--- config.mk ---
export PLATFORM = sky130hd
export DESIGN_NAME = tcp_encoder
export DESIGN_NICKNAME = d
export VERILOG_FILES = /design/src/rtl/tcp_pkg.sv /design/src/rtl/tcp_payload_buf.sv /design/src/rtl/tcp_encoder.sv
export SDC_FILE = /design/constraint.sdc
export NUM_CORES = 2
export LEC_CHECK = 0
export BUFFER_PORTS_ARGS = -buffer_cell sky130_fd_sc_hd__buf_2
export CORE_ASPECT_RATIO = 0.6
export CORE_MARGIN = 4
export CORE_UTILIZATION = 39
export DETAILED_ROUTE_END_ITERATION = 12
export HOLD_SLACK_MARGIN = 0.1
export PLACE_DENSITY = 0.58
export SYNTH_ARGS = -nofsm -noshare
export SYNTH_HDL_FRONTEND = slang
export SYNTH_HIERARCHICAL = 1
export SYNTH_SLANG_ARGS = --single-unit
--- constraint.sdc ---
create_clock -name clk -period 7.6 [get_ports clk]
set_input_delay 0.38 -clock clk [delete_from_list [all_inputs] [get_ports clk]]
set_output_delay 0.38 -clock clk [all_outputs]
set_load 0.02 [all_outputs]
--- src/rtl/tcp_pkg.sv ---
// Shared constants, state encoding and checksum helper
// for the TCP transmit path.
package tcp_pkg;

    localparam logic [7:0] PROTO_TCP     = 8'd6;
    localparam int         TCP_HDR_WORDS = 5;
    localparam logic [7:0] OPT_MSS_KIND  = 8'd2;
    localparam logic [7:0] OPT_MSS_LEN   = 8'd4;

    typedef enum logic [2:0] {
        ST_IDLE,
        ST_LOAD,
        ST_SUM,
        ST_HDR,
        ST_DATA
    } state_t;

    // Ones-complement 16-bit add with end-around carry
    function automatic logic [15:0] csum_add(
        input logic [15:0] a,
        input logic [15:0] b
    );
        logic [16:0] s;
        s = {1'b0, a} + {1'b0, b};
        return s[15:0] + {15'b0, s[16]};
    endfunction

endpackage

--- src/rtl/tcp_payload_buf.sv ---
// Payload word buffer: one write port, one async read port,
// auto-incrementing pointers with a synchronous clear.
module tcp_payload_buf #(
    parameter int MAX_WORDS = 16,
    parameter int ADDR_W    = 4
) (
    input  logic              clk,
    input  logic              reset,
    input  logic              clr,
    input  logic              wr_en,
    input  logic [31:0]       wr_data,
    input  logic              rd_en,
    output logic [31:0]       rd_data,
    output logic [ADDR_W-1:0] wr_ptr,
    output logic [ADDR_W-1:0] rd_ptr
);

    logic [31:0] mem [MAX_WORDS];

    // Storage write; contents need no reset
    always_ff @(posedge clk) begin
        if (wr_en)
            mem[wr_ptr] <= wr_data;
    end

    assign rd_data = mem[rd_ptr];

    // Pointer advance and clear
    always_ff @(posedge clk or posedge reset) begin
        if (reset) begin
            wr_ptr <= '0;
            rd_ptr <= '0;
        end else if (clr) begin
            wr_ptr <= '0;
            rd_ptr <= '0;
        end else begin
            if (wr_en)
                wr_ptr <= wr_ptr + 1'b1;
            if (rd_en)
                rd_ptr <= rd_ptr + 1'b1;
        end
    end

endmodule

--- src/rtl/tcp_encoder.sv ---
// TCP segment builder: buffers payload, computes checksum,
// streams header + payload as big-endian 32-bit words.
module tcp_encoder
    import tcp_pkg::*;
#(
    parameter int MAX_WORDS = 16,
    parameter int ADDR_W    = 4
) (
    input  logic        clk,
    input  logic        reset,
    input  logic [31:0] src_ip,
    input  logic [31:0] dest_ip,
    input  logic [15:0] src_port,
    input  logic [15:0] dest_port,
    input  logic [31:0] seq_num,
    input  logic [31:0] ack_num,
    input  logic        f_urg,
    input  logic        f_ack,
    input  logic        f_psh,
    input  logic        f_rst,
    input  logic        f_syn,
    input  logic        f_fin,
    input  logic [15:0] window,
    input  logic [15:0] urg_ptr,
    input  logic        mss_en,
    input  logic [15:0] mss,
    input  logic [15:0] len_data,
    input  logic        start,
    input  logic [31:0] data_tcp,
    input  logic        wr_en,
    output logic [31:0] data,
    output logic        valid,
    output logic [15:0] len_tcp,
    output logic        busy,
    output logic        fin,
    output logic        err
);

    state_t state;

    logic [15:0]     r_src_port;
    logic [15:0]     r_dest_port;
    logic [31:0]     r_seq;
    logic [31:0]     r_ack;
    logic [5:0]      r_flags;
    logic [15:0]     r_window;
    logic [15:0]     r_urg;
    logic [15:0]     r_mss;
    logic [2:0]      r_hw;
    logic [ADDR_W:0] r_nw;
    logic [1:0]      r_rem;
    logic [15:0]     r_len;
    logic [31:0]     acc;
    logic [15:0]     csum;
    logic [2:0]      cnt;

    logic [2:0]        hw_in;
    logic [15:0]       len_in;
    logic [15:0]       len_p3;
    logic [ADDR_W:0]   nw_in;
    logic [ADDR_W:0]   nw_m1;
    logic [5:0]        flags_in;
    logic              too_long;
    logic [31:0]       acc_in;
    logic              wr_last;
    logic [31:0]       wd;
    logic [31:0]       hdr_w;
    logic              buf_clr;
    logic              buf_wr;
    logic              buf_rd;
    logic [31:0]       rd_data;
    logic [ADDR_W-1:0] wr_ptr;
    logic [ADDR_W-1:0] rd_ptr;

    assign hw_in    = 3'(TCP_HDR_WORDS) + {2'b0, mss_en};
    assign len_in   = {11'b0, hw_in, 2'b00} + len_data;
    assign len_p3   = len_data + 16'd3;
    assign nw_in    = (ADDR_W+1)'(len_p3 >> 2);
    assign nw_m1    = r_nw - 1'b1;
    assign flags_in = {f_urg, f_ack, f_psh, f_rst, f_syn, f_fin};
    assign too_long = len_data > 16'(4 * MAX_WORDS);
    assign busy     = (state != ST_IDLE);

    assign buf_clr = (state == ST_IDLE) && start && !too_long;
    assign buf_wr  = (state == ST_LOAD) && wr_en;
    assign buf_rd  = (state == ST_DATA) && !fin;
    assign wr_last = buf_wr && ({1'b0, wr_ptr} == nw_m1);

    // Pseudo-header, header and option sum taken at request time
    always_comb begin
        acc_in = {16'b0, src_ip[31:16]} + {16'b0, src_ip[15:0]}
               + {16'b0, dest_ip[31:16]} + {16'b0, dest_ip[15:0]}
               + {24'b0, PROTO_TCP} + {16'b0, len_in}
               + {16'b0, src_port} + {16'b0, dest_port}
               + {16'b0, seq_num[31:16]} + {16'b0, seq_num[15:0]}
               + {16'b0, ack_num[31:16]} + {16'b0, ack_num[15:0]}
               + {16'b0, 1'b0, hw_in, 6'b0, flags_in}
               + {16'b0, window} + {16'b0, urg_ptr};
        if (mss_en)
            acc_in = acc_in + {16'b0, OPT_MSS_KIND, OPT_MSS_LEN}
                   + {16'b0, mss};
    end

    // Zero the bytes past the payload end in the final word
    always_comb begin
        wd = data_tcp;
        if (wr_last) begin
            case (r_rem)
                2'd1:    wd = data_tcp & 32'hFF00_0000;
                2'd2:    wd = data_tcp & 32'hFFFF_0000;
                2'd3:    wd = data_tcp & 32'hFFFF_FF00;
                default: wd = data_tcp;
            endcase
        end
    end

    // Header word selected by the emit counter
    always_comb begin
        case (cnt)
            3'd0:    hdr_w = {r_src_port, r_dest_port};
            3'd1:    hdr_w = r_seq;
            3'd2:    hdr_w = r_ack;
            3'd3:    hdr_w = {1'b0, r_hw, 6'b0, r_flags, r_window};
            3'd4:    hdr_w = {csum, r_urg};
            default: hdr_w = {OPT_MSS_KIND, OPT_MSS_LEN, r_mss};
        endcase
    end

    tcp_payload_buf #(
        .MAX_WORDS (MAX_WORDS),
        .ADDR_W    (ADDR_W)
    ) u_buf (
        .clk     (clk),
        .reset   (reset),
        .clr     (buf_clr),
        .wr_en   (buf_wr),
        .wr_data (wd),
        .rd_en   (buf_rd),
        .rd_data (rd_data),
        .wr_ptr  (wr_ptr),
        .rd_ptr  (rd_ptr)
    );

    // Segment sequencer with registered stream outputs
    always_ff @(posedge clk or posedge reset) begin
        if (reset) begin
            state       <= ST_IDLE;
            data        <= '0;
            valid       <= 1'b0;
            fin         <= 1'b0;
            err         <= 1'b0;
            len_tcp     <= '0;
            r_src_port  <= '0;
            r_dest_port <= '0;
            r_seq       <= '0;
            r_ack       <= '0;
            r_flags     <= '0;
            r_window    <= '0;
            r_urg       <= '0;
            r_mss       <= '0;
            r_hw        <= '0;
            r_nw        <= '0;
            r_rem       <= '0;
            r_len       <= '0;
            acc         <= '0;
            csum        <= '0;
            cnt         <= '0;
        end else begin
            err <= 1'b0;
            case (state)
                ST_IDLE: begin
                    if (start) begin
                        if (too_long) begin
                            err <= 1'b1;
                        end else begin
                            r_src_port  <= src_port;
                            r_dest_port <= dest_port;
                            r_seq       <= seq_num;
                            r_ack       <= ack_num;
                            r_flags     <= flags_in;
                            r_window    <= window;
                            r_urg       <= urg_ptr;
                            r_mss       <= mss;
                            r_hw        <= hw_in;
                            r_nw        <= nw_in;
                            r_rem       <= len_data[1:0];
                            r_len       <= len_in;
                            acc         <= acc_in;
                            cnt         <= '0;
                            if (len_data == 16'd0) begin
                                len_tcp <= len_in;
                                state   <= ST_SUM;
                            end else begin
                                state   <= ST_LOAD;
                            end
                        end
                    end
                end
                ST_LOAD: begin
                    if (wr_en) begin
                        acc <= acc + {16'b0, wd[31:16]}
                                   + {16'b0, wd[15:0]};
                        if (wr_last) begin
                            len_tcp <= r_len;
                            state   <= ST_SUM;
                        end
                    end
                end
                ST_SUM: begin
                    csum  <= ~csum_add(acc[15:0], acc[31:16]);
                    data  <= hdr_w;
                    valid <= 1'b1;
                    fin   <= 1'b0;
                    cnt   <= 3'd1;
                    state <= ST_HDR;
                end
                ST_HDR: begin
                    if (fin) begin
                        data  <= '0;
                        valid <= 1'b0;
                        fin   <= 1'b0;
                        state <= ST_IDLE;
                    end else begin
                        data <= hdr_w;
                        cnt  <= cnt + 3'd1;
                        if (cnt == r_hw - 3'd1) begin
                            if (r_nw == '0)
                                fin <= 1'b1;
                            else
                                state <= ST_DATA;
                        end
                    end
                end
                ST_DATA: begin
                    if (fin) begin
                        data  <= '0;
                        valid <= 1'b0;
                        fin   <= 1'b0;
                        state <= ST_IDLE;
                    end else begin
                        data <= rd_data;
                        if ({1'b0, rd_ptr} == nw_m1)
                            fin <= 1'b1;
                    end
                end
                default: state <= ST_IDLE;
            endcase
        end
    end

endmodule
==> impl_metrics.yaml <==
synth:
  synthTopCellsByArea: "edfxtp_1 37%, dfrtp_1 17%, fa_1 9.7%"
  synth.top_cell.area_share_pct: 36.9
  synth_cell_types: 86
  synth_seq_cells: 799
  yosys_warnings: 6
  synth_most_common_cell: "nand2_1"
  ys.flop_type: "edfxtp_1"
  syn_area_um2: 41600
  async_flop_share_pct: 35.9
  synth-edff-count: 512
  syn_area_per_cell_um2: 12.7
  yosys-top-cells-count: "589 x nand2_1, 512 x edfxtp_1, 287 x dfrtp_1"
  syn_inst: 3274
  synth_top_cell_by_area: "edfxtp_1"
  seq_area_frac_synth_pct: 54.2
  syn-num-nets: 3863
setup_path:
  cp_max_fo: 4
  endpoint_kind: "flop"
  path_delay_family: "adder cells"
  crit_required_ns: 8.11
  cp-start-kind: "input pin"
  worstPathArrival_ns: 7.95
  r2r-end: "acc[31]$_DFFE_PP0P_"
  endpoint: "acc[17]$_DFFE_PP0P_"
  cp_slowest_cell: "fa_1"
  cp_slowest_stage_delay_ns: 0.55
  path_buf_inv: 8
  path_class: "input pin to flop"
  worstRegToRegCells: 20
  rr_startpoint: "state[2]$_DFFE_PP0P_"
  cp_num_cells: 33
  critical_path.startpoint: "mss_en"
  ff2ff_setup_slack_ns: 1.19
grt:
  grt-ovfl-total: 0
  grt_first_pass_wirelength_um: 195000
  use_met3_pct: 7.71
  gr-usage-met1_pct: 36.8
  grt_use_total_pct: 23.8
  grt_busiest_layer: "met1"
  antenna_found_initial: 11
  grt_max_degree: 172
  use_met2_pct: 32.3
  grt_pass1_vias: 28700
cts:
  clk_latency_ns: 0.68
  cts-root-buf: "clkbuf_16"
  cts_num_sinks: 799
  path_clk_slew_ns: 0.06
  h-tree-depth: 3
  tritoncts: "built"
  clock_path_buffers: 3
  numCtsBuffers: 77
final_layout:
  final_nets: 4516
  nFillCells: 9410
  syn_to_final_growth_pct: 21.8
  drive_gt1_share_pct: 23.4
die:
  dieArea_um2: 112000
  io_pins: 319
  rows: 92
  fp.dieH_um: 261
  coreArea_um2: 105000
  initial_utilization_pct: 39.5
  dieWidth_um: 430
route:
  drt_iter0_drc: 3328
  first_pass_iters: 6
  wirelength_um: 135000
  drc: 0
  num_vias: 29200
  wl_per_cell_um: 25.0
  viasPerCell: 5.41
  ant_nets: 0
placed_design:
  gp_congestion: 0.939
  hpwl_um: 95100
  port_buffers: 318
sta:
  hold_violations: 0
  drv_slew: 0
  fin_skew_ns: 0.0400
  fin_tns_setup_ns: 0
  worst_slew_margin_rel_pct: 19.8
  setup_viol: 0
  period_share_pct: 97.9
  clock.fmax_mhz: 134
  post-route-min-period_ns: 7.44
  tightest_slew_ns: 1.20
hold_path:
  min_path_cells: 4
  hp-class: "input pin to flop"
job:
  maxCapViolations: 0
run_status:
  status: "complete, no violations"
timing repair:
action | in CTS | in global routing
setup endpoints to repair | 4 | 6
hold buffers | 146 | 0
resized for setup | 4 | 35
endpoints found under the hold margin | 229 | 0
setup buffers | 0 | 9
pin swaps | 0 | 12
flip-flops by register name, indices dropped and copies added (netlist names):
| signal | flops |
|---|---|
| r_src_port | 16 |
| r_seq | 32 |
| r_nw | 5 |
| cnt | 3 |
| r_len | 15 |
| r_hw | 3 |
| data | 32 |
| r_dest_port | 16 |
| state | 3 |
| u_buf/rd_ptr | 4 |
| u_buf/wr_ptr | 4 |
| r_urg | 16 |
| r_rem | 1 |
| r_flags | 6 |
| acc | 32 |
| r_window | 16 |
| u_buf/mem | 512 |
| csum | 16 |
| len_tcp | 16 |
| err | 1 |
| fin | 1 |
| r_mss | 16 |
| r_ack | 32 |
| valid | 1 |
metrics by stage:
stage,cells,hold slack (ns),area [um^2],utilization (%),setup slack (ns)
finish,5402,0.147,50700,48.1,0.162
global route,5400,0.129,50700,48.1,-0.0535
CTS,5388,0.101,50500,47.9,0.0107
detailed placement,5103,0.458,46300,43.9,-0.902
global placement,5103,0.453,46300,43.9,-0.884
floorplan,3274,0.196,41600,-,0.0367
logic make-up (layout without fill, tap and decap cells):
| family | Yosys count | in the layout | share of synthesized area, % |
|---|---|---|---|
| mux | 184 | 184 | 8.37 |
| buf+inv | 427 | 1140 | 4.02 |
| xor+xnor | 100 | 100 | 2.10 |
| compound gates | 519 | 519 | 8.28 |
| simple gates | 923 | 923 | 9.74 |
| fa+ha+maj | 322 | 322 | 13.3 |
| flops | 799 | 799 | 54.2 |
| other cells | 0 | 5 | 0 |
layout make-up:
| class | instances | area, um^2 | share of cell area (%) |
|---|---|---|---|
| Inverter | 285 | 1080 | 2.12 |
| Clock inverter | 37 | 538 | 1.06 |
| Antenna cell | 5 | 12.5 | 0.0247 |
| Clock buffer | 102 | 2110 | 4.16 |
| Tap cell | 1410 | 1760 | 3.48 |
| Multi-Input combinational cell | 2048 | 17700 | 34.9 |
| Timing Repair Buffer | 716 | 4960 | 9.77 |
| Sequential cell | 799 | 22600 | 44.5 |
worst min path at each step:
stage                         start                           to  slack [ns]
2_1_floorplan                 reset  u_buf/rd_ptr[0]$_DFFE_PP0P_        0.20
3_3_place_gp   r_urg[8]$_DFFE_PP0P_         r_urg[8]$_DFFE_PP0P_        0.45
3_5_place_dp   r_urg[8]$_DFFE_PP0P_         r_urg[8]$_DFFE_PP0P_        0.46
4_1_cts                   window[1]      r_window[1]$_DFFE_PP0P_        0.10
5_1_grt                data_tcp[26]  u_buf/mem[15][26]$_DFFE_PP_        0.13
6_report                      f_psh       r_flags[3]$_DFFE_PP0P_        0.15
cells in the final DEF (no fill, tap or decap), types with 14 or more instances in the layout:
master and count:
nor2b_1 29, nand2_1 589, o21ai_0 111, xnor2_1 51, mux4_2 128, nor2_1 112
buf_4 251, a22oi_1 72, nor3_1 19, xor2_1 40, nand2b_1 14, nand4_1 17
a21oi_1 120, a21o_1 19, and3_1 14, dlygate4sd3_1 146, buf_2 318, clkbuf_1 17
mux2_2 35, a31oi_1 26, ha_1 118, dfrtp_1 284, mux2i_1 21, fa_1 201
edfxtp_1 512, and2_1 14, inv_1 281, a222oi_1 32, clkbuf_16 78, a211oi_1 20
nand3_1 30
metal layers:
metal / vias up / part of all wire [%]
met5: - / 0
met4: 0 / 2.2
met3: 151 / 11
met2: 1285 / 40
met1: 14800 / 46
li1: 13000 / -
tightest hold or removal path, cell delays in order:
cell	delay, ns
buf_2	0.11
inv_1	0.09
buf_4	0.11
o21ai_0	0.08
Power is left out: the tool's default activity adds up to more than one toggle a clock period on the data nets, which glitch-free logic cannot reach.
